--- config.mk ---
export PLATFORM = sky130hd
export DESIGN_NAME = l1_trigger_scheduler
export DESIGN_NICKNAME = d
export VERILOG_FILES = /design/src/rtl/l1_sched_pkg.sv /design/src/rtl/tmr_vote.sv /design/src/rtl/l1_trigger_scheduler.sv
export SDC_FILE = /design/constraint.sdc
export NUM_CORES = 1
export LEC_CHECK = 0
export BUFFER_PORTS_ARGS = -buffer_cell sky130_fd_sc_hd__buf_2
export CAP_MARGIN = 10
export CORE_MARGIN = 3
export CORE_UTILIZATION = 55
export DETAILED_ROUTE_END_ITERATION = 12
export GPL_TIMING_DRIVEN = 0
export MAX_ROUTING_LAYER = met4
export PLACE_DENSITY = 0.85
export SLEW_MARGIN = 10
export SYNTH_ARGS = -nofsm -noshare
export SYNTH_HDL_FRONTEND = slang
export SYNTH_SLANG_ARGS = --single-unit
--- constraint.sdc ---
create_clock -name Clk -period 5.8 [get_ports Clk]
set_input_delay 0.58 -clock Clk [delete_from_list [all_inputs] [get_ports Clk]]
set_output_delay 0.58 -clock Clk [all_outputs]
set_load 0.03 [all_outputs]
--- src/rtl/l1_sched_pkg.sv ---
// Shared types and sizes for the L1 trigger scheduler.
// Slot count matches the 4-bit trigger ID.
package l1_sched_pkg;

    localparam int DEPTH = 16;
    localparam int OCC_W = 5;
    localparam int CNT_W = 4;
    localparam int REM_W = 5;

    typedef enum logic {
        IDLE  = 1'b0,
        BURST = 1'b1
    } state_t;

endpackage

--- src/rtl/tmr_vote.sv ---
// Bitwise 2-of-3 majority voter.
// Used for every triplicated register in the scheduler.
module tmr_vote #(
    parameter int W = 1
) (
    input  logic [W-1:0] a,
    input  logic [W-1:0] b,
    input  logic [W-1:0] c,
    output logic [W-1:0] y
);

    assign y = (a & b) | (a & c) | (b & c);

endmodule

--- src/rtl/l1_trigger_scheduler.sv ---
// Expands external L1 pulses into bursts and tracks L1 bank occupancy.
// State, Remain and Occupancy are triplicated and majority voted.
module l1_trigger_scheduler
    import l1_sched_pkg::*;
(
    input  logic             Clk,
    input  logic             Reset,
    input  logic             L1_Ext,
    input  logic [CNT_W-1:0] Trig_Cnt,
    input  logic             Read_Done,
    output logic             L1,
    output logic             L1_Reg_Full,
    output logic [OCC_W-1:0] Occupancy,
    output logic             Busy,
    output logic             Dropped,
    output logic             Ext_Ignored,
    output logic             Underflow,
    output logic             Error
);

    state_t           state_q0, state_q1, state_q2;
    logic [REM_W-1:0] rem_q0, rem_q1, rem_q2;
    logic [OCC_W-1:0] occ_q0, occ_q1, occ_q2;
    logic             err_q0, err_q1, err_q2;

    logic             st_y;
    state_t           state_v;
    logic [REM_W-1:0] rem_v;
    logic [OCC_W-1:0] occ_v;

    state_t           state_n;
    logic [REM_W-1:0] rem_n;
    logic [OCC_W-1:0] occ_n;

    logic             full;
    logic             dec;
    logic             mismatch;

    tmr_vote #(.W(1)) u_vote_state (
        .a (state_q0),
        .b (state_q1),
        .c (state_q2),
        .y (st_y)
    );

    tmr_vote #(.W(REM_W)) u_vote_rem (
        .a (rem_q0),
        .b (rem_q1),
        .c (rem_q2),
        .y (rem_v)
    );

    tmr_vote #(.W(OCC_W)) u_vote_occ (
        .a (occ_q0),
        .b (occ_q1),
        .c (occ_q2),
        .y (occ_v)
    );

    tmr_vote #(.W(1)) u_vote_err (
        .a (err_q0),
        .b (err_q1),
        .c (err_q2),
        .y (Error)
    );

    assign state_v     = state_t'(st_y);
    assign full        = (occ_v >= OCC_W'(DEPTH));
    assign Busy        = (state_v == BURST);
    assign L1          = Busy && !full;
    assign Dropped     = Busy && full;
    assign L1_Reg_Full = full;
    assign Occupancy   = occ_v;
    assign Ext_Ignored = L1_Ext && Busy;
    assign Underflow   = Read_Done && (occ_v == '0);
    assign dec         = Read_Done && (occ_v != '0);

    // Next burst state and occupancy, computed from the voted values
    always_comb begin
        state_n = state_v;
        rem_n   = rem_v;
        occ_n   = occ_v;
        unique case (state_v)
            IDLE: begin
                if (L1_Ext) begin
                    state_n = BURST;
                    rem_n   = (Trig_Cnt == '0) ? REM_W'(DEPTH)
                                               : REM_W'(Trig_Cnt);
                end
            end
            BURST: begin
                rem_n = (rem_v == '0) ? '0 : rem_v - REM_W'(1);
                if (rem_v <= REM_W'(1)) begin
                    state_n = IDLE;
                end
            end
        endcase
        if (L1 && !dec) begin
            occ_n = occ_v + OCC_W'(1);
        end else if (dec && !L1) begin
            occ_n = occ_v - OCC_W'(1);
        end
    end

    // All three copies reload from the vote so an upset heals in one edge
    always_ff @(posedge Clk or negedge Reset) begin
        if (!Reset) begin
            state_q0 <= IDLE;
            state_q1 <= IDLE;
            state_q2 <= IDLE;
            rem_q0   <= '0;
            rem_q1   <= '0;
            rem_q2   <= '0;
            occ_q0   <= '0;
            occ_q1   <= '0;
            occ_q2   <= '0;
        end else begin
            state_q0 <= state_n;
            state_q1 <= state_n;
            state_q2 <= state_n;
            rem_q0   <= rem_n;
            rem_q1   <= rem_n;
            rem_q2   <= rem_n;
            occ_q0   <= occ_n;
            occ_q1   <= occ_n;
            occ_q2   <= occ_n;
        end
    end

    assign mismatch = (state_q0 != state_q1) || (state_q0 != state_q2)
                   || (rem_q0 != rem_q1) || (rem_q0 != rem_q2)
                   || (occ_q0 != occ_q1) || (occ_q0 != occ_q2);

    // Copy disagreement is sampled mid-cycle, away from the update edge
    always_ff @(negedge Clk or negedge Reset) begin
        if (!Reset) begin
            err_q0 <= 1'b0;
            err_q1 <= 1'b0;
            err_q2 <= 1'b0;
        end else begin
            err_q0 <= mismatch;
            err_q1 <= mismatch;
            err_q2 <= mismatch;
        end
    end

endmodule

# Word-level counts from Yosys, hierarchy flattened
# Index checks and enable logic that the tools add are counted.
dict set report op_classes {
  n_mux 9
  bitwise_logic 7
  order_cmp 2
  n_addsub 3
  reduce_logical 14
}
# operator n
set op_table {}
lappend op_table {{$mux W5} 5}
lappend op_table {{$or A5 B5 Y5} 4}
lappend op_table {{$and A5 B5 Y5} 2}
lappend op_table {{$logic_not A5 Y1} 2}
lappend op_table {{$pmux W5 S2} 1}
lappend op_table {{$sub A5 B1 Y5 const B} 2}
lappend op_table {{$logic_and A1 B1 Y1} 7}
lappend op_table {{$add A5 B1 Y5 const B} 1}
lappend op_table {{$ge A5 B5 Y1 const B} 1}
lappend op_table {{$le A5 B1 Y1 const B} 1}
lappend op_table {{$reduce_bool A5 Y1} 1}
lappend op_table {{$logic_not A4 Y1} 1}
lappend op_table {{$logic_not A1 Y1} 3}
lappend op_table {{$mux W1} 2}
lappend op_table {{$pmux W1 S2} 1}
lappend op_table {{$not A1 Y1} 1}
dict set report totals {
  output_inout_bits 12
  regBits 11
  wordCells 38
  inputBits 8
}

# Depth between registers and ports, before layout
# Gate-level depths: netlist of the first run.
dict set report depth {
  depth_word 10
  depth_mapped 10
  depth_no_buf 9
}

# Modules after synthesis
# A second synthesis of the first run with hierarchy kept.
dict set report hier_totals {
  cells_unflattened 92
  area_unflattened_um2 904.6
}
# mod seq_area_each_um2 area_per_inst_um2 n_inst cells_per_inst
set by_module_without_submodules {}
lappend by_module_without_submodules {l1_trigger_scheduler 275.3 769.5 1 80}
lappend by_module_without_submodules {{tmr_vote (u_vote_occ ...)} 0.0 56.3 2 5}
lappend by_module_without_submodules {{tmr_vote (u_vote_err ...)} 0.0 11.3 2 1}

# Worst setup path after synthesis of the first run
# OpenSTA, ideal clock, no wires.
dict set report synth_path {
  kind {register to register}
  from {register state_q2}
  to {register occ_q2[4]}
  path_slack_ns 3.588
  arrival_time_ns 2.071
  setup_time_ns 0.141
  stages_incl_launch_ff 9
  required_time_ns 5.659
  path_buffers 2
  synth_period_minus_slack_ns 2.212
  cell_sequence {dfrtp_1 -> clkbuf_1 -> nand2b_1 -> inv_1 -> ha_1 -> buf_2 -> and2b_2 -> a221oi_2 -> a21oi_1}
}
dict set report synth_between {
  elab_chain_len 5
  elab_cells_between_ends 6
  cone_classes {mux (2); reduce/logical (4)}
}
# item line
set synth_rtl {}
lappend synth_rtl {{start, declared} l1_trigger_scheduler.sv:21} ;# state_t state_q0, state_q1, state_q2;
lappend synth_rtl {{start signal, assigned} l1_trigger_scheduler.sv:120} ;# state_q2 <= state_n;
lappend synth_rtl {{$logic_and A1 B1 Y1 *} l1_trigger_scheduler.sv:70} ;# assign L1 = Busy && !full;
lappend synth_rtl {{named net L1} l1_trigger_scheduler.sv:11} ;# output logic L1,
lappend synth_rtl {{$logic_not A1 Y1} l1_trigger_scheduler.sv:100} ;# end else if (dec && !L1) begin
lappend synth_rtl {{$logic_and A1 B1 Y1} l1_trigger_scheduler.sv:100}
lappend synth_rtl {{$mux W5} l1_trigger_scheduler.sv:100}
lappend synth_rtl {{$mux W5 *} l1_trigger_scheduler.sv:98} ;# if (L1 && !dec) begin
lappend synth_rtl {{end signal, assigned} l1_trigger_scheduler.sv:126} ;# occ_q2 <= occ_n;
lappend synth_rtl {{end, declared} l1_trigger_scheduler.sv:23} ;# logic [OCC_W-1:0] occ_q0, occ_q1, occ_q2;
# Mark *: on every way through the listed nets, which the timed path passes. The rest lies on a longest branch.

# Worst setup path after layout of the first run
dict set report layout_path {
  from {register occ_q2[0]}
  to {register occ_q2[4]}
}
dict set report layout_between {
  elab_chain_len 10
  elab_cells_between_ends 16
  cone_classes {add/sub (2); order compare (1); mux (2); bitwise (3); reduce/logical (8)}
}
# item line
set layout_rtl {}
lappend layout_rtl {{$and A5 B5 Y5 *} tmr_vote.sv:12} ;# assign y = (a & b) | (a & c) | (b & c);
lappend layout_rtl {{$or A5 B5 Y5} tmr_vote.sv:12}
lappend layout_rtl {{$or A5 B5 Y5 *} tmr_vote.sv:12}
lappend layout_rtl {{$ge A5 B5 Y1} l1_trigger_scheduler.sv:68} ;# assign full = (occ_v >= OCC_W'(DEPTH));
lappend layout_rtl {{$logic_not A1 Y1} l1_trigger_scheduler.sv:70}
lappend layout_rtl {{$logic_and A1 B1 Y1} l1_trigger_scheduler.sv:70}
lappend layout_rtl {{$logic_not A1 Y1} l1_trigger_scheduler.sv:100}
lappend layout_rtl {{$logic_and A1 B1 Y1} l1_trigger_scheduler.sv:100}
lappend layout_rtl {{$mux W5} l1_trigger_scheduler.sv:100}
lappend layout_rtl {{$mux W5 *} l1_trigger_scheduler.sv:98}
# Mark *: on every way between the ends. The rest lies on a longest branch, timed or not.

==> results.sh, run 1 <==
export IMPL_status="finished, final reports clean"
export IMPL_hold_viol_final=0
export IMPL_cts_root_buf="clkbuf_4"
export IMPL_arrival_ps=2430
export IMPL_cp_top_family="simple AND/OR/NAND/NOR gates"
export IMPL_die_w_microns=45.3
export IMPL_p_comb_share_pct=65.6
export IMPL_via_count=781
export IMPL_synth_cell_types=36
export IMPL_dr_pass1_iters=4
export IMPL_path_clk_slew_ps=70
export IMPL_fmax_mhz=439
export IMPL_postCtsSetupRepairBufs=0
export IMPL_fin_nets=132
export IMPL_synth_area_leaders="dfrtp_1 (32%), ha_1 (12%), mux2i_1 (5.9%)"
export IMPL_htreeDepth=1
export IMPL_ys_warn_count=0
export IMPL_period_needed_ps=2280
export IMPL_yosysMostFrequentCell="dfrtp_1"
export IMPL_whs_ps=162
export IMPL_fp_dieH_microns=45.3
export IMPL_finalWirelength_mm=1.95
export IMPL_setup_viol=0
export IMPL_max_cap_viol_count=0
export IMPL_synth_common_cells="dfrtp_1 (11), ha_1 (8), inv_1 (8)"
export IMPL_worst_clock_skew_ps=8.06
export IMPL_gr_max_usage_layer="met2"
export IMPL_design_die_area_sq_um=2050
export IMPL_grt_pass1_vias=691
export IMPL_area_growth_syn_to_layout_pct=15.3
export IMPL_fin_tns_setup_ps=0
export IMPL_rows=13
export IMPL_maxSlewViolCount=0
export IMPL_synth_seq_area_share_pct=32.4
export IMPL_post_drt_wl_per_cell_microns=15.0
export IMPL_ys_flop_type="dfrtp_1"
export IMPL_synth_seq_cells=11
export IMPL_dp_final_hpwl_mm=1.45
export IMPL_core_area_sq_um=1370
export IMPL_use_met2_pct=37.0
export IMPL_yosysTopAreaCell="dfrtp_1"
export IMPL_clkLatencyLatePin_ps=270
export IMPL_seq_power_share_pct=26.1
export IMPL_cp_start_kind="register"
export IMPL_grt_start_max_net_pins=12
export IMPL_post_cts_resize_count=0
export IMPL_timing_rr_end="occ_q2[4]"
export IMPL_placed_cells=126
export IMPL_power_density_nw_per_um2=617
export IMPL_synth_nets=110
export IMPL_initial_core_util_pct=62.2
export IMPL_synth_top_area_share_pct=32.4
export IMPL_grt_total_usage_pct=22.8
export IMPL_reg2reg_from="occ_q2[0]"
export IMPL_antenna_found_initial=0
export IMPL_slowest_delay_ps=460
export IMPL_grt_pass1_wl_mm=3.27
export IMPL_cts_path_max_buffers=2
export IMPL_switching_power_uw=313
export IMPL_gp_congestion=0.872
export IMPL_fin_cells=130
export IMPL_synth_edf_count=0
export IMPL_rrSetupSlack_ps=3520
export IMPL_min_path_type="input port to asynchronous set/reset pin"
export IMPL_drt_iter0_markers=29
export IMPL_crit_fanout=10
export IMPL_cp_slowest_cell="dfrtp_1"
export IMPL_cts_tree="done"
export IMPL_netSwitchingFraction_pct=51.8
export IMPL_cts_sinks=11
export IMPL_syn_area_per_cell_sq_um=9.04
export IMPL_final_antenna_net_count=0
export IMPL_rr_worst_depth=9
export IMPL_cp_cell_sequence="inv_1 > ha_1 > nor4b_1 > nand2b_1 > ha_1 > buf_2 > and2b_2 > a221oi_2 > a21oi_1"
export IMPL_synthArstFlopShare_pct=100
export IMPL_gr_usage_met3_pct=7.97
export IMPL_via_per_inst=6.01
export IMPL_syn_inst=94
export IMPL_clockPowerShare_pct=8.3
export IMPL_cpMostUsedCell="ha_1"
export IMPL_ctsHoldBuffers=0
export IMPL_cts_buffers=3
export IMPL_drc=0
export IMPL_numPortBuffers=17
export IMPL_syn_area_sq_um=850
export IMPL_vdd_drop_max_mv=0.436
export IMPL_required_ps=5950
export IMPL_critPathKind="register to register"
export IMPL_ios=20
export IMPL_layout_drive_gt1_share_pct=25.2
export IMPL_use_met1_pct=28.2
export IMPL_p_leak_uw=0.000495
export IMPL_critPathBufInv=2
export IMPL_antennaDiodeCount=0
export IMPL_overflow=0
export IMPL_pre_cts_ws_ps=3580
export IMPL_rsz0062_at_grt="no"
export IMPL_fin_crit_sh_pct=39.3
export IMPL_fin_ws_ps=3520
export IMPL_p_int_uw=291
export IMPL_critPathCaptureType="register"
[cells by family after synthesis]
family,after synthesis,synth area share (%)
and+or+nand+nor,33,22.8
AOI/OAI and AO/OA,20,17.4
buffers and inverters,15,8.25
DFF,11,32.4
adders and majority gates,8,11.8
muxes,5,5.89
other,1,0.441
xor gates and xnor gates,1,1.03
[worst reg2reg max path, stage by stage, from the launching register on]
cell and delay, ps:
dfrtp_1 460, inv_1 110, ha_1 140, nor4b_1 290
nand2b_1 180, ha_1 130, buf_2 200, and2b_2 290
a221oi_2 260, a21oi_1 110
[how the worst max path moves through the flow]
stage	from	to	slack [ps]	cells after the start
floorplan	state_q2	occ_q2[4]	3590	8
detailed placement	occ_q2[0]	occ_q2[4]	3580	9
CTS	occ_q2[0]	occ_q2[4]	3560	9
finish	occ_q2[0]	occ_q2[4]	3520	9
global placement	occ_q2[0]	occ_q2[3]	3610	10
global route	occ_q2[0]	occ_q2[3]	3360	10
[layer usage]
layer | up-vias | part of all wire, %
met2 | 44 | 51
met1 | 362 | 40
met3 | 2 | 9.4
met5 | - | 0
li1 | 373 | -
met4 | 0 | 0.10
[layout by cell type, fill, tap and decap left out, types with 2 or more instances in the layout]
master | netlist | final
buf_2 | 2 | 19
dfrtp_1 | 11 | 11
inv_1 | 8 | 8
ha_1 | 8 | 8
mux2i_1 | 5 | 5
nand2b_1 | 4 | 4
clkbuf_1 | 3 | 4
nor2_1 | 4 | 4
nand2_1 | 4 | 4
and2_1 | 3 | 3
nor2b_1 | 3 | 3
o21ai_0 | 3 | 3
o22ai_1 | 3 | 3
nand3_1 | 3 | 3
nor3b_1 | 3 | 3
clkbuf_4 | 0 | 3
a22oi_1 | 2 | 2
a21oi_1 | 2 | 2
nor3_1 | 2 | 2
and3_2 | 2 | 2
a221oi_1 | 2 | 2
o31ai_1 | 2 | 2
[power groups by stage]
stage / logic (uW) / clock network, uW / registers, uW
after floorplan: 269 / 0 / 179
after global placement: 370 / 0 / 155
after detailed placement: 390 / 0 / 158
after CTS: 392 / 51.1 / 156
after global routing: 438 / 56.7 / 164
final: 396 / 50.3 / 158
[area by class of cell]
type	count	area, sq um
well taps	15	18.8
repair buffers	17	85.1
flip-flops and latches	11	275
inverters	8	30.0
fillers	112	387
plain buffers	7	40.0
clock buffers	4	26.3
multi-input cells	68	504
[stage by stage]
step                area [sq um]  total power [uW]  utilization [%]
CTS                          980               599             71.7
detailed placement           953               548             69.8
floorplan                    850               448                -
global route                 980               658             71.7
global placement             953               524             69.8
finish                       980               604             71.7
[registers in the layout (all words and copies together) (netlist names)]
signal    count
rem_q2        5
state_q2      1
occ_q2        5
Power figures use the tool's default switching activity.
==> run 2, diff against run 1 <==
Settings changed: CORE_UTILIZATION 55 to 52, PLACE_DENSITY 0.85 to 0.82.
Clock period 5.8 ns to 2.2 ns, I/O delays scaled along.
==> run 2 against run 1 <==
  * First-iteration DRC count grew 48%
  * Sequential power grew to 2.7 times the previous value
  * Routed wire length increased by 12%
  * Global-route usage shrank 0.57 points
  * Final cell count is 3.8% higher
  * Final area grew 8.6%
  * Via count increased by 2.9%
  * Clock power grew to 2.7 times the previous value
  * Fmax up 6.7%
  * Clock-buffer cell count stayed put
  * Largest power group unchanged
  * Highest routed layer unchanged
==> results.sh, run 2 (synthesis results as in run 1) <==
export IMPL_maxSlewViolCount=0
export IMPL_gp_congestion=0.893
export IMPL_grt_pass1_wl_mm=3.11
export IMPL_area_growth_syn_to_layout_pct=25.2
export IMPL_final_cell_area_sq_um=1060
export IMPL_cts_sinks=11
export IMPL_dp_final_hpwl_mm=1.45
export IMPL_postPlaceCellArea_sq_um=955
export IMPL_cp_cell_sequence="inv_1 > ha_1 > nor4b_4 > nand2b_4 > inv_1 > ha_1 > buf_6 > nor2b_1 > a221oi_1 > a31oi_1"
export IMPL_drt_iter0_markers=43
export IMPL_period_needed_ps=2140
export IMPL_rr_worst_depth=10
export IMPL_numPortBuffers=17
export IMPL_antenna_found_initial=0
export IMPL_final_antenna_net_count=0
export IMPL_rows=13
export IMPL_power_density_nw_per_um2=1670
export IMPL_via_count=804
export IMPL_ios=20
export IMPL_cts_path_max_buffers=2
export IMPL_critPathKind="register to register"
export IMPL_arrival_ps=2270
export IMPL_grt_start_max_net_pins=12
export IMPL_grt_total_usage_pct=22.2
export IMPL_finalWirelength_mm=2.18
export IMPL_cts_buffers=3
export IMPL_cp_slowest_cell="dfrtp_2"
export IMPL_post_drt_wl_per_cell_microns=16.1
export IMPL_critPathCaptureType="register"
export IMPL_mostFrequentLayoutCell="buf_2"
export IMPL_fin_nets=137
export IMPL_die_w_microns=46.4
export IMPL_drc=0
export IMPL_cp_start_kind="register"
export IMPL_slowest_delay_ps=440
export IMPL_via_per_inst=5.96
export IMPL_htreeDepth=1
export IMPL_setup_viol=0
export IMPL_worst_clock_skew_ps=4.02
export IMPL_fin_util_pct=75.2
export IMPL_fp_dieH_microns=46.4
export IMPL_p_leak_uw=0.000533
export IMPL_initial_core_util_pct=60.0
export IMPL_design_die_area_sq_um=2150
export IMPL_final_cell_mix="buf_2 (17), inv_1 (8), ha_1 (8), dfrtp_1 (8)"
export IMPL_min_path_cells=3
export IMPL_hold_viol_final=0
export IMPL_vdd_drop_max_mv=1.36
export IMPL_cts_root_buf="clkbuf_4"
export IMPL_status="finished, final reports clean"
export IMPL_fin_crit_sh_pct=97.1
export IMPL_core_area_sq_um=1420
export IMPL_layout_drive_gt1_share_pct=32.5
export IMPL_cts_tree="done"
export IMPL_crit_fanout=10
export IMPL_largestRegisters="occ_q2 x5, rem_q2 x5, state_q2 x1"
export IMPL_path_clk_slew_ps=70
export IMPL_max_cap_viol_count=0
export IMPL_overflow=0
export IMPL_clkLatencyLatePin_ps=270
export IMPL_grt_pass1_vias=691
export IMPL_dr_pass1_iters=4
export IMPL_required_ps=2340
export IMPL_antennaDiodeCount=0
export IMPL_fmax_mhz=468
export IMPL_min_path_type="input port to register"
## run 2: cell types whose count changed in the layout (fill, tap and decap cells not counted), sizes merged
cell	before	now
buf	21	25
dlygate4sd3	0	1
## run 2: timing repair
action | CTS | global route
cloned | 0 | 0
buffers inserted | 0 | 4
endpoints found under the setup margin | 2 | 4
gates resized for setup | 2 | 10
pin swaps | 0 | 2
hold buffers | 1 | 0
hold endpoints to repair | 11 | 0
## run 2: report_power, final
group | leakage [uW] | internal [uW] | switching, uW | total (uW)
Combinational | 0.000385 | 517 | 689 | 1210
Clock | 0.0000150 | 70.4 | 68.0 | 138
Sequential | 0.000133 | 300 | 130 | 430
Total | 0.000533 | 887 | 887 | 1770
## run 2: metal layers
metal / up-vias / wire [microns] / GRT usage (%)
li1: 386 / - / -
met1: 370 / 889 / 26.0
met2: 44 / 1070 / 33.8
met3: 4 / 184 / 8.20
met4: 0 / 34 / 9.66
met5: - / 0 / -
## run 2: path summary, 6_finish.rpt
| kind | startpoint | slack (ps) | endpoint |
|---|---|---|---|
| setup / recovery | occ_q2[0] | 60 | occ_q2[3] |
| hold / removal | Trig_Cnt[2] | 220 | rem_q2[2] |
| setup reg to reg | occ_q2[0] | 60 | occ_q2[3] |
| hold reg to reg | rem_q2[2] | 600 | rem_q2[2] |
| max in group asynchronous | Reset | 1650 | occ_q2[1] |
| min in group asynchronous | Reset | 330 | rem_q2[4] |
## run 2: layout make-up
class                           count  area (sq um)
Tap cell                           15          18.8
Clock buffer                        4          26.3
Inverter                            8          30.0
Buffer                              7          52.6
Multi-Input combinational cell     68           532
Timing Repair Buffer               22           125
Fill cell                         100           352
Sequential cell                    11           279
## run 2: stage by stage
| step | std cells | setup slack, ps | hold slack (ps) | total power [uW] | setup TNS, ps |
|---|---|---|---|---|---|
| after floorplan | 94 | 33.8 | -75.6 | 1180 | 0 |
| after global placement | 126 | 6.35 | 94.6 | 1390 | 0 |
| after detailed placement | 126 | -53.5 | 95.6 | 1440 | -92.5 |
| after CTS | 131 | 0.356 | 213 | 1600 | 0 |
| after global routing | 135 | -50.9 | 225 | 1910 | -78.3 |
| final | 135 | 63.5 | 220 | 1770 | 0 |
## run 2: worst max-delay path: cells and delay by family, from the launching register on
| kind | cells | cell delay (ps) |
|---|---|---|
| AO/OA/AOI/OAI | 2 | 400 |
| adder cells (fa/ha/maj) | 2 | 450 |
| buffers and inverters | 3 | 290 |
| flip-flops | 1 | 440 |
| AND/OR/NAND/NOR | 3 | 430 |
==> run 3, diff against run 2 <==
Clock period 2.2 ns to 2.3 ns, I/O delays scaled along.
==> run 3 against run 2 <==
  * Largest power group unchanged
  * Core utilization decreased by 2.3 points
  * Final cell count decreased by 3.0%
  * Critical endpoint is now occ_q2[4]
  * Non-clock buffer count fell by 4
  * Fmax is 2.1% lower
  * Clock-buffer cell count stayed put
  * Register-to-register slack gained 50 ps
==> results.sh, run 3 (synthesis results as in run 1) <==
export IMPL_fmax_mhz=458
export IMPL_area_growth_syn_to_layout_pct=21.4
export IMPL_clkLatencyLatePin_ps=270
export IMPL_critPathBufInv=2
export IMPL_via_count=760
export IMPL_path_clk_slew_ps=70
export IMPL_grt_total_usage_pct=17.5
export IMPL_final_cell_mix="buf_2 (17), dfrtp_1 (9), inv_1 (8), ha_1 (8)"
export IMPL_reg2reg_from="occ_q2[0]"
export IMPL_min_path_type="input port to register"
export IMPL_whs_ps=252
export IMPL_cts_root_buf="clkbuf_4"
export IMPL_cp_cell_sequence="inv_1 > ha_1 > nor4b_4 > nand2b_4 > ha_1 > clkbuf_4 > and2b_2 > a221oi_2 > a21oi_1"
export IMPL_path_depth=9
export IMPL_slowest_delay_ps=450
export IMPL_cp_top_family="simple AND/OR/NAND/NOR gates"
export IMPL_required_ps=2450
export IMPL_vdd_drop_max_mv=1.11
export IMPL_max_cap_viol_count=0
export IMPL_p_leak_uw=0.000514
export IMPL_cp_start_kind="register"
export IMPL_critPathKind="register to register"
export IMPL_grt_start_max_net_pins=12
export IMPL_final_antenna_net_count=0
export IMPL_cts_buffers=3
export IMPL_cts_path_max_buffers=2
export IMPL_finalWirelength_mm=1.84
export IMPL_arrival_ps=2330
export IMPL_via_per_inst=5.80
export IMPL_final_fill_count=108
export IMPL_status="finished, final reports clean"
export IMPL_maxSlewViolCount=0
export IMPL_core_area_sq_um=1420
export IMPL_cts_tree="done"
export IMPL_drc=0
export IMPL_numPortBuffers=17
export IMPL_dp_final_hpwl_mm=1.28
export IMPL_fin_tns_setup_ps=0
export IMPL_htreeDepth=1
export IMPL_dr_pass1_iters=4
export IMPL_critPathCaptureType="register"
export IMPL_post_drt_wl_per_cell_microns=14.1
export IMPL_rr_worst_depth=9
export IMPL_seq_area_sq_um=278
export IMPL_grt_pass1_vias=599
export IMPL_die_w_microns=46.4
export IMPL_fp_dieH_microns=46.4
export IMPL_crit_start="occ_q2[0]"
export IMPL_cp_slowest_cell="dfrtp_2"
export IMPL_fin_crit_sh_pct=94.9
export IMPL_drt_iter0_markers=16
export IMPL_grt_pass1_wl_mm=2.59
export IMPL_initial_core_util_pct=60.0
export IMPL_worst_clock_skew_ps=4.60
export IMPL_antenna_found_initial=0
export IMPL_gp_congestion=0.865
export IMPL_mostFrequentLayoutCell="buf_2"
export IMPL_timing_rr_end="occ_q2[4]"
export IMPL_rrSetupSlack_ps=120
export IMPL_setup_viol=0
export IMPL_period_needed_ps=2180
export IMPL_rows=13
export IMPL_hold_viol_final=0
export IMPL_largestRegisters="occ_q2 x5, rem_q2 x5, state_q2 x1"
export IMPL_antennaDiodeCount=0
export IMPL_multi_input_area_sq_um=538
export IMPL_crit_fanout=10
export IMPL_crit_end="occ_q2[4]"
export IMPL_power_density_nw_per_um2=1540
export IMPL_cpMostUsedCell="ha_1"
export IMPL_design_die_area_sq_um=2150
export IMPL_ios=20
export IMPL_cts_sinks=11
export IMPL_overflow=0
export IMPL_fin_nets=133
export IMPL_layout_drive_gt1_share_pct=30.2
[run 3: worst register-to-register path, cell delays in order, from the launching register on]
cell      delay (ps)
dfrtp_2          450
inv_1             90
ha_1             170
nor4b_4          230
nand2b_4         180
ha_1             130
clkbuf_4         190
and2b_2          280
a221oi_2         250
a21oi_1          100
[run 3: what timing repair did]
action,in CTS,in global routing
endpoints found under the hold margin,11,0
setup endpoints to repair,0,3
gates resized for setup,0,9
buffers inserted,0,0
hold buffers,1,0
[run 3: worst min path at each step]
stage / from / cells after the start / end
after global routing: Trig_Cnt[0] / 4 / rem_q2[4]
after detailed placement: Reset / 1 / occ_q2[4]
after CTS: Trig_Cnt[2] / 3 / rem_q2[2]
after floorplan: Reset / 0 / occ_q2[0]
after global placement: Reset / 1 / occ_q2[2]
final: Trig_Cnt[3] / 4 / rem_q2[4]
[run 3: metal layers]
metal	global-route usage, %	up-vias	wire length (microns)
met5	-	-	0
met4	3.41	0	11
met2	24.7	25	847
met3	5.86	3	137
met1	24.3	355	844
li1	-	377	-
[run 3: report_power, final]
group | total [uW] | internal (uW) | switching (uW) | leakage (uW)
clock network | 129 | 67.2 | 61.7 | 0.0000150
logic | 1050 | 434 | 619 | 0.000365
registers | 405 | 286 | 119 | 0.000134
total | 1590 | 787 | 800 | 0.000514
[run 3: layout make-up]
cell class                 count  area share (%)
inverter                       8            2.91
buffer                         7            4.37
clock buffer                   4            2.55
tap                           15            1.82
multi-input combinational     68            52.2
timing repair buffer          18            9.22
sequential                    11            26.9
[run 3: per-stage QoR]
stage / utilization (%) / power [uW] / setup slack [ps] / std cells / instance area [sq um]
after floorplan: - / 1130 / 87.7 / 94 / 850
after global placement: 67.4 / 1330 / 108 / 126 / 953
after detailed placement: 67.4 / 1360 / 69.3 / 126 / 953
after CTS: 69.9 / 1490 / 61.4 / 131 / 990
after global routing: 72.9 / 1740 / -54.5 / 131 / 1030
final: 72.9 / 1590 / 117 / 131 / 1030
